[src/rtl/seg7_scan_ctrl.sv]
// Multiplexed common-anode seven-segment scanner with a double-buffered digit bank.
// Define SEG7_SCAN_BLINK_EN to build the per-digit blink counter and phase.
module seg7_scan_ctrl #(
  parameter int NUM_DIGITS   = 4,
  parameter int SCAN_DIV     = 131072,
  parameter int BLINK_FRAMES = 64
) (
  input  logic                    clk,
  input  logic                    rst,
  input  logic                    load,
  input  logic [5*NUM_DIGITS-1:0] digits_in,
  input  logic [NUM_DIGITS-1:0]   dp_in,
  input  logic [NUM_DIGITS-1:0]   enables,
  input  logic [NUM_DIGITS-1:0]   blink_mask,
  output logic                    pending,
  output logic                    frame_tick,
  output logic [NUM_DIGITS-1:0]   an,
  output logic [6:0]              segment,
  output logic                    dp
);

  localparam int PW = $clog2(SCAN_DIV);
  localparam int IW = $clog2(NUM_DIGITS);
  localparam logic [PW-1:0] PRESC_LAST = PW'(SCAN_DIV - 1);
  localparam logic [IW-1:0] IDX_LAST   = IW'(NUM_DIGITS - 1);

  typedef struct packed {
    logic [5*NUM_DIGITS-1:0] digits;
    logic [NUM_DIGITS-1:0]   dp;
    logic [NUM_DIGITS-1:0]   en;
    logic [NUM_DIGITS-1:0]   blink;
  } bank_t;

  localparam bank_t BANK_RST = '{digits: {NUM_DIGITS{5'h1F}}, dp: '0, en: '0, blink: '0};

  // Active-low cathodes, bit 6 = A down to bit 0 = G.
  function automatic logic [6:0] decode(input logic [4:0] code);
    case (code)
      5'h00: decode = 7'b0000001;
      5'h01: decode = 7'b1001111;
      5'h02: decode = 7'b0010010;
      5'h03: decode = 7'b0000110;
      5'h04: decode = 7'b1001100;
      5'h05: decode = 7'b0100100;
      5'h06: decode = 7'b0100000;
      5'h07: decode = 7'b0001111;
      5'h08: decode = 7'b0000000;
      5'h09: decode = 7'b0000100;
      5'h0A: decode = 7'b0001000;
      5'h0B: decode = 7'b1100000;
      5'h0C: decode = 7'b0110001;
      5'h0D: decode = 7'b1000010;
      5'h0E: decode = 7'b0110000;
      5'h0F: decode = 7'b0111000;
      5'h10: decode = 7'b0100001;
      5'h11: decode = 7'b1001000;
      5'h12: decode = 7'b1111110;
      default: decode = 7'b1111111;
    endcase
  endfunction

  logic [PW-1:0]         presc_q, presc_d;
  logic [IW-1:0]         idx_q, idx_d;
  logic                  pending_q, pending_d;
  logic                  tick_q, tick_d;
  bank_t                 pend_q, pend_d, act_q, act_d;
  logic [NUM_DIGITS-1:0] an_q, an_d;
  logic [6:0]            seg_q, seg_d;
  logic                  dp_q, dp_d;
  logic                  presc_last, boundary, blink_phase;
  logic [NUM_DIGITS-1:0] blink_off;
  logic [4:0]            code;

  assign presc_last = (presc_q == PRESC_LAST);
  assign boundary   = presc_last && (idx_q == IDX_LAST);

`ifdef SEG7_SCAN_BLINK_EN
  localparam int BW = (BLINK_FRAMES > 1) ? $clog2(BLINK_FRAMES) : 1;
  localparam logic [BW-1:0] BLINK_LAST = BW'(BLINK_FRAMES - 1);

  logic [BW-1:0] blink_cnt_q, blink_cnt_d;
  logic          blink_phase_q, blink_phase_d;

  always_comb begin
    blink_cnt_d   = blink_cnt_q;
    blink_phase_d = blink_phase_q;
    if (boundary) begin
      if (blink_cnt_q == BLINK_LAST) begin
        blink_cnt_d   = '0;
        blink_phase_d = ~blink_phase_q;
      end else begin
        blink_cnt_d = blink_cnt_q + BW'(1);
      end
    end
  end

  always_ff @(posedge clk) begin
    if (rst) begin
      blink_cnt_q   <= '0;
      blink_phase_q <= 1'b0;
    end else begin
      blink_cnt_q   <= blink_cnt_d;
      blink_phase_q <= blink_phase_d;
    end
  end

  assign blink_phase = blink_phase_q;
`else
  assign blink_phase = 1'b0;
`endif

  assign blink_off = act_q.blink & {NUM_DIGITS{blink_phase}};
  assign code      = act_q.digits[5*int'(idx_q) +: 5];

  // NOTE: every output of this block gets a default first, so no path can infer a latch.
  always_comb begin
    presc_d   = presc_last ? '0 : presc_q + PW'(1);
    idx_d     = idx_q;
    pend_d    = pend_q;
    act_d     = act_q;
    pending_d = pending_q;
    tick_d    = boundary;
    an_d      = '1;

    if (presc_last) idx_d = (idx_q == IDX_LAST) ? '0 : idx_q + IW'(1);

    // Commit reads the old pending bank, so a load on the boundary lands one frame later.
    if (boundary && pending_q) begin
      act_d     = pend_q;
      pending_d = 1'b0;
    end
    if (load) begin
      pend_d    = '{digits: digits_in, dp: dp_in, en: enables, blink: blink_mask};
      pending_d = 1'b1;
    end

    if (act_q.en[idx_q] && !blink_off[idx_q]) an_d[idx_q] = 1'b0;
    seg_d = decode(code);
    dp_d  = ~act_q.dp[idx_q];
  end

  // NOTE: state registers use non-blocking assignments so every flop samples pre-edge values.
  always_ff @(posedge clk) begin
    if (rst) begin
      presc_q   <= '0;
      idx_q     <= '0;
      pending_q <= 1'b0;
      tick_q    <= 1'b0;
      pend_q    <= BANK_RST;
      act_q     <= BANK_RST;
      an_q      <= '1;
      seg_q     <= 7'b1111111;
      dp_q      <= 1'b1;
    end else begin
      presc_q   <= presc_d;
      idx_q     <= idx_d;
      pending_q <= pending_d;
      tick_q    <= tick_d;
      pend_q    <= pend_d;
      act_q     <= act_d;
      an_q      <= an_d;
      seg_q     <= seg_d;
      dp_q      <= dp_d;
    end
  end

  assign pending    = pending_q;
  assign frame_tick = tick_q;
  assign an         = an_q;
  assign segment    = seg_q;
  assign dp         = dp_q;

endmodule

[config.mk]
export PLATFORM = sky130hd
export DESIGN_NAME = seg7_scan_ctrl
export DESIGN_NICKNAME = d
export VERILOG_FILES = /design/src/rtl/seg7_scan_ctrl.sv
export SDC_FILE = /design/constraint.sdc
export NUM_CORES = 1
export LEC_CHECK = 0
export ABC_AREA = 1
export CAP_MARGIN = 20
export CORE_MARGIN = 2
export CORE_UTILIZATION = 50
export DETAILED_ROUTE_END_ITERATION = 6
export DONT_BUFFER_PORTS = 1
export PLACE_DENSITY = 0.68
export SLEW_MARGIN = 20
export SYNTH_ARGS = -nofsm -noshare
export SYNTH_HDL_FRONTEND = slang
export SYNTH_SLANG_ARGS = --single-unit
[constraint.sdc]
create_clock -name clk -period 1.98 [get_ports clk]
set_input_delay 0.198 -clock clk [delete_from_list [all_inputs] [get_ports clk]]
set_output_delay 0.198 -clock clk [all_outputs]
set_load 0.01 [all_outputs]
==> results of run 1 <==
## per-stage QoR
step                worst slack (ps)  hold slack [ps]  TNS [ps]  area (um2)  total power [mW]
global placement               -76.3              273     -1710        4060              2.00
finish                          27.3             -101         0        4690              3.25
CTS                             27.3             -110         0        4550              3.26
floorplan                       35.4              324         0        3860              1.99
global route                    -120             -119     -3130        4690              3.38
detailed placement             -91.6              275     -1960        4060              2.01
## registers in the layout, summed over array words and instances, names as in the netlist
| name | count |
|---|---|
| act_q | 28 |
| an | 4 |
| dp | 1 |
| frame_tick | 1 |
| idx_q | 2 |
| pend_q | 28 |
| pending | 1 |
| presc_q | 17 |
| segment | 7 |
## power by group through the flow
stage               registers [mW]  clock network, mW  logic [mW]
floorplan                     1.90                  0      0.0925
global placement              1.90                  0       0.102
detailed placement            1.90                  0       0.106
CTS                           1.86               1.25       0.156
global route                  1.87               1.31       0.190
finish                        1.87               1.22       0.165
## how the worst max path moves through the flow
stage,start,to,slack [ps],cells past startpoint
6_report,presc_q[1],act_q[4],30,13
3_3_place_gp,presc_q[0],act_q[23],-80,12
2_1_floorplan,presc_q[0],act_q[10],40,12
5_1_grt,presc_q[1],act_q[23],-120,12
3_5_place_dp,presc_q[0],act_q[18],-90,12
4_1_cts,presc_q[0],act_q[4],30,13
## per-layer routing
layer  GRT usage [%]  part of all wire (%)  vias to the layer above
li1                -                     -                     1730
met1            24.6                    46                     1539
met2            33.9                    48                       52
met3            5.42                   3.6                       11
met4            6.72                   1.7                        0
met5               0                     0                        -
## worst register-to-register path: stages (launching register included)
cell     delay [ps]
dfxtp_2         360
ha_4            140
nand2_2          50
inv_2            70
nand3_4          70
nor3_4          180
nand3_1          80
nor2_1          150
ha_2            240
nand3_4         140
buf_6           170
buf_6           120
nand2_4          50
a21oi_2          40
## cell families (layout without fill, tap and decap cells)
kind of cell	count (synthesis)	count (layout)	synth area share [%]
simple gates	295	295	35.0
buf+inv	54	103	6.48
compound gates	58	58	8.20
fa+ha+maj	13	13	4.21
flops	89	89	46.1
## area by class of cell
cell class	count	area (um2)	area share, %
clock buffer	11	131	2.80
clock inverter	5	56.3	1.20
inverter	31	126	2.69
multi-input combinational	366	1930	41.2
sequential	89	1790	38.1
tap	102	128	2.72
timing repair buffer	56	529	11.3
## Yosys cell counts
master    instances
a21oi_1          26
a21oi_2           2
a21oi_4           1
a31oi_1           2
buf_2             5
buf_4             1
buf_6             4
clkbuf_1         13
clkinv_1          2
dfxtp_1          89
ha_1             13
inv_1            24
inv_2             2
inv_4             3
nand2_1         164
nand2_2           8
nand2_4           4
nand3_1          62
nand3_2           7
nand3_4           2
nand3b_1          1
nand4_1           3
nor2_1           32
nor2_2            3
nor2_4            1
nor3_1            7
nor3b_2           1
o211ai_1          1
o21ai_0          22
o21ai_1           3
o21bai_1          1
## what timing repair did
action	in CTS	in global routing
hold endpoints to repair	44	16
setup buffers	0	2
setup endpoints to repair	27	39
gates resized for setup	3	36
pin swaps	0	7
==> flow_summary.yaml, run 1 <==
run_status:
  status: "complete, but fails checks"
  violations: "negative hold slack"
logic_synthesis:
  synth_area_leaders: "dfxtp_1 (46%), nand2_1 (16%), nand3_1 (8.0%)"
  synth_area_per_cell_um2: 7.59
  synth_nets: 557
  yosysUniqueCellTypes: 31
  synth.top_cell.area_share_pct: 46.1
  syn_inst: 509
  seq_area_frac_synth_pct: 46.1
  ys_seq_elements: 89
  synth_top_cell_by_area: "dfxtp_1"
  netlist_area_um2: 3860
  ys_warn_count: 0
layout:
  nFillCells: 700
  fin_nets: 601
  final_common_cell: "nand2_1"
  diodes: 0
  final_cells: 660
  fin_util_pct: 61.7
  final_cell_mix: "nand2_1 (157), dfxtp_1 (86), nand3_1 (61)"
  drive_gt1_share_pct: 17.6
  area_growth_pct: 21.5
worst_setup_path:
  reg2reg_setup_slack_ps: 30
  cp_num_buf_inv: 3
  critPathCaptureType: "flop"
  crit_path_max_incr_delay_ps: 360
  path_class: "flop to flop"
  r2r-start: "presc_q[1]"
  rr_worst_depth: 13
  cp_top_family: "simple AND/OR/NAND/NOR gates"
  path_cells: "ha_4 > nand2_2 > inv_2 > nand3_4 > nor3_4 > nand3_1 > nor2_1 > ha_2 > nand3_4 > buf_6 > buf_6 > nand2_4 > a21oi_2"
  r2r-end: "act_q[4]"
  worstPathMaxFanout: 5
  cp.required_ps: 2240
  critPathArrivalTime_ps: 2210
  start_kind: "flop"
  slowest_stage: "dfxtp_2"
routing:
  drt_wl_total_um: 8120
  vias: 3332
  antenna_left: 0
  via_per_inst: 5.05
  firstDrtPassIters: 4
  post_drt_wl_per_cell_um: 12.3
  post-route-drc-count: 0
  drtIter0Drc: 123
floorplanning:
  row_count: 32
  core_um2: 7610
  die_w_um: 91.9
  io_pins: 49
  dieArea_um2: 8440
  die_y_um: 91.9
  initial_core_util_pct: 50.8
global_route:
  grt_first_pass_wirelength_um: 13700
  antenna_found_initial: 0
  grt_max_degree: 40
  grt_pass1_vias: 3111
  grt_use_total_pct: 20.0
  gr-total-overflow: 0
clock_tree:
  cts_max_path_buffers: 2
  clock-sinks: 89
  hold_buffers: 29
  cts_tree: "built"
  cts-root-buf: "clkbuf_8"
  path_clk_slew_ps: 80
  clkLatencyLatePin_ps: 360
  htree_levels: 3
  cts_made_buffers: 9
timing:
  worst_pin_slew_ps: 843
  finalCriticalPeriod_ps: 1950
  slew_headroom_pct: 43.7
  min_period_over_period_pct: 98.6
  setup_viol: 0
  hold_violations: 16
  fin_skew_ps: 6.89
  slew_violations: 0
  fmax_mhz: 512
  whs_ps: -101
  rsz0062_at_grt: "true"
placement:
  dp_cells: 613
  port_buffers: 0
  gp_congestion: 0.852
  hpwl_um: 5370
power:
  p_switching_mw: 0.748
  power_density_nw_per_um2: 693
  leakagePower_nw: 2.01
  clkPwrFrac_pct: 37.5
  ir_worst_vdd_uv: 522
  seqPwrFrac_pct: 57.4
  p_sw_share_pct: 23.0
  p_int_mw: 2.50
  combPwrFrac_pct: 5.1
hold_path:
  hp-start: "rst"
  worst_hold_path.num_cells: 1
  hold_path_class: "input port to flop"
  hold_end: "act_q[6]"
run:
  maxCapViolCount: 0
No activity file was read; power rests on OpenSTA's default activity.
==> run 2: changes to the inputs <==
--- a/config.mk
+++ b/config.mk
@@ -7,8 +7,8 @@
 export LEC_CHECK = 0
 export ABC_AREA = 1
 export CAP_MARGIN = 20
-export CORE_MARGIN = 2
 export CORE_UTILIZATION = 50
+export CTS_CLUSTER_DIAMETER = 200
 export DETAILED_ROUTE_END_ITERATION = 6
 export DONT_BUFFER_PORTS = 1
 export PLACE_DENSITY = 0.68
==> run 2 against run 1 <==
The flow now finishes without violations. Critical path type unchanged. Largest cell class unchanged. Via count rose by 1.0%. Critical path depth did not move. Register-to-register slack barely moved.
==> flow_summary.yaml, run 2 (synthesized netlist as in run 1, its figures left out) <==
run_status:
  status: "finished clean"
placement:
  port_buffers: 0
  dp_cells: 612
  hpwl_um: 5390
  dp_slack_ps: -209
  gp_congestion: 0.799
worst_setup_path:
  reg2reg_setup_slack_ps: 20
  slowest_stage: "dfxtp_2"
  critPathArrivalTime_ps: 2230
  r2r-end: "act_q[8]"
  critPathCaptureType: "flop"
  startpoint: "presc_q[1]"
  path_class: "flop to flop"
  worstPathMaxFanout: 7
  r2r-start: "presc_q[1]"
  start_kind: "flop"
  rr_worst_depth: 13
  cp_top_family: "simple AND/OR/NAND/NOR gates"
  cp_num_buf_inv: 3
  cp.required_ps: 2260
  path_cells: "ha_4 > nand2_2 > inv_2 > nand3_4 > nor3_4 > nand3_2 > nor2_4 > ha_4 > nand3_4 > inv_6 > buf_12 > nand2_1 > a21oi_1"
  crit_path_max_incr_delay_ps: 370
timing:
  whs_ps: 14.4
  slew_headroom_pct: 50.4
  slew_violations: 0
  finalCriticalPeriod_ps: 1960
  fmax_mhz: 511
  rsz0062_at_grt: "true"
  min_period_over_period_pct: 98.7
  setup_viol: 0
  fin_skew_ps: 5.77
  worst_pin_slew_ps: 742
  fin_setup_tns_ps: 0
  setup_slack_ps: 24.8
  hold_violations: 0
routing:
  vias: 3366
  post-route-drc-count: 0
  via_per_inst: 5.08
  drt_wl_total_um: 8370
  antenna_left: 0
  drtIter0Drc: 114
  post_drt_wl_per_cell_um: 12.6
  firstDrtPassIters: 4
global_route:
  grt_pass1_vias: 3147
  antenna_found_initial: 0
  grt_use_total_pct: 21.5
  gr-total-overflow: 0
  grt_max_degree: 40
  grt_first_pass_wirelength_um: 14200
hold_path:
  hp-start: "load"
  hold_path_class: "input port to flop"
  worst_hold_path.num_cells: 2
  hold_end: "pend_q[11]"
clock_tree:
  clock-sinks: 89
  cts_tree: "built"
  htree_levels: 3
  cts_made_buffers: 9
  cts_max_path_buffers: 2
  clkLatencyLatePin_ps: 350
  cts-root-buf: "clkbuf_8"
  path_clk_slew_ps: 90
floorplanning:
  die_y_um: 89.9
  core_um2: 7370
  row_count: 31
  die_w_um: 89.9
  io_pins: 49
  dieArea_um2: 8080
  initial_core_util_pct: 52.4
layout:
  area_growth_pct: 23.4
  final_common_cell: "nand2_1"
  drive_gt1_share_pct: 16.8
  reg.largest.list: "act_q: 28 flops, pend_q: 28 flops, presc_q: 17 flops"
  final_cell_mix: "nand2_1 (162), dfxtp_1 (87), nand3_1 (60)"
  final_cells: 663
  nFillCells: 617
  fin_nets: 607
  diodes: 0
power:
  p_switching_mw: 0.775
  power.total_mw: 3.42
  ir_worst_vdd_uv: 506
  p_int_mw: 2.64
  p_sw_share_pct: 22.7
  seqPwrFrac_pct: 54.6
  power_density_nw_per_um2: 717
  leakagePower_nw: 2.04
  combPwrFrac_pct: 5.1
  clkPwrFrac_pct: 40.3
run:
  maxCapViolCount: 0
==> run 2: changes by cell type in the layout (fill, tap and decap cells not counted), moves of 3 or more <==
| cell | previous run | this run |
|---|---|---|
| nand2_1 | 157 | 162 |
| nand2_2 | 13 | 10 |
| o21ai_0 | 19 | 22 |
| buf_4 | 22 | 28 |
| inv_6 | 0 | 3 |
==> run 2: power by group through the flow <==
stage	Combinational [mW]	Sequential, mW	Clock, mW
2_1_floorplan	0.0925	1.90	0
3_3_place_gp	0.103	1.90	0
3_5_place_dp	0.107	1.90	0
4_1_cts	0.164	1.86	1.40
5_1_grt	0.198	1.87	1.47
6_report	0.174	1.87	1.38
==> run 2: final cells by class <==
type	instances	area, um2	share of cell area [%]
inverter	31	129	2.70
clock buffer	10	128	2.68
tap	99	124	2.60
sequential	89	1780	37.4
timing repair buffer	62	592	12.4
clock inverter	6	90.1	1.89
multi-input combinational	366	1920	40.3
==> run 2: how the worst max path moves through the flow <==
stage	to	slack, ps	cells after the start
finish	act_q[8]	20	13
floorplan	act_q[10]	40	12
global placement	act_q[13]	-80	12
global route	act_q[11]	-40	13
detailed placement	act_q[8]	-210	13
CTS	act_q[8]	30	13
==> run 2: layer usage <==
| metal | track usage (%) | vias up | part of all wire, % | wire length, um |
|---|---|---|---|---|
| met2 | 36.0 | 69 | 47 | 3960 |
| met3 | 3.05 | 9 | 3.9 | 323 |
| met1 | 28.2 | 1548 | 48 | 3990 |
| met5 | 0 | - | 0 | 0 |
| li1 | - | 1740 | - | - |
| met4 | 7.80 | 0 | 1.2 | 101 |
==> run 2: worst register-to-register path, stage by stage, from the launching register on <==
cell     delay (ps)
dfxtp_2         370
ha_4            150
nand2_2          50
inv_2            70
nand3_4          70
nor3_4          200
nand3_2         120
nor2_4          140
ha_4            160
nand3_4         130
inv_6           120
buf_12          120
nand2_1          50
a21oi_1         130
==> run 2: metrics by stage <==
stage / utilization (%) / cell area, um2
after global routing: 64.7 / 4770
after floorplan: - / 3860
after global placement: 55.3 / 4070
after CTS: 62.7 / 4620
final: 64.7 / 4770
after detailed placement: 55.3 / 4070
==> run 2: repair_timing <==
item / 4_1_cts / 5_1_grt
setup endpoints to repair: 28 / 44
gates cloned: 0 / 2
gates resized for setup: 4 / 19
pin swaps: 1 / 5
endpoints found under the hold margin: 44 / 0
hold buffers: 30 / 0
buffers inserted: 1 / 2
==> run 3: changes to the inputs <==
--- a/config.mk
+++ b/config.mk
@@ -6,7 +6,7 @@
 export NUM_CORES = 1
 export LEC_CHECK = 0
 export ABC_AREA = 1
-export CAP_MARGIN = 20
+export CAP_MARGIN = 10
 export CORE_UTILIZATION = 50
 export CTS_CLUSTER_DIAMETER = 200
 export DETAILED_ROUTE_END_ITERATION = 6
==> results of run 3 <==
Same layout as run 2: the final DEF is identical, and so are final timing and power.
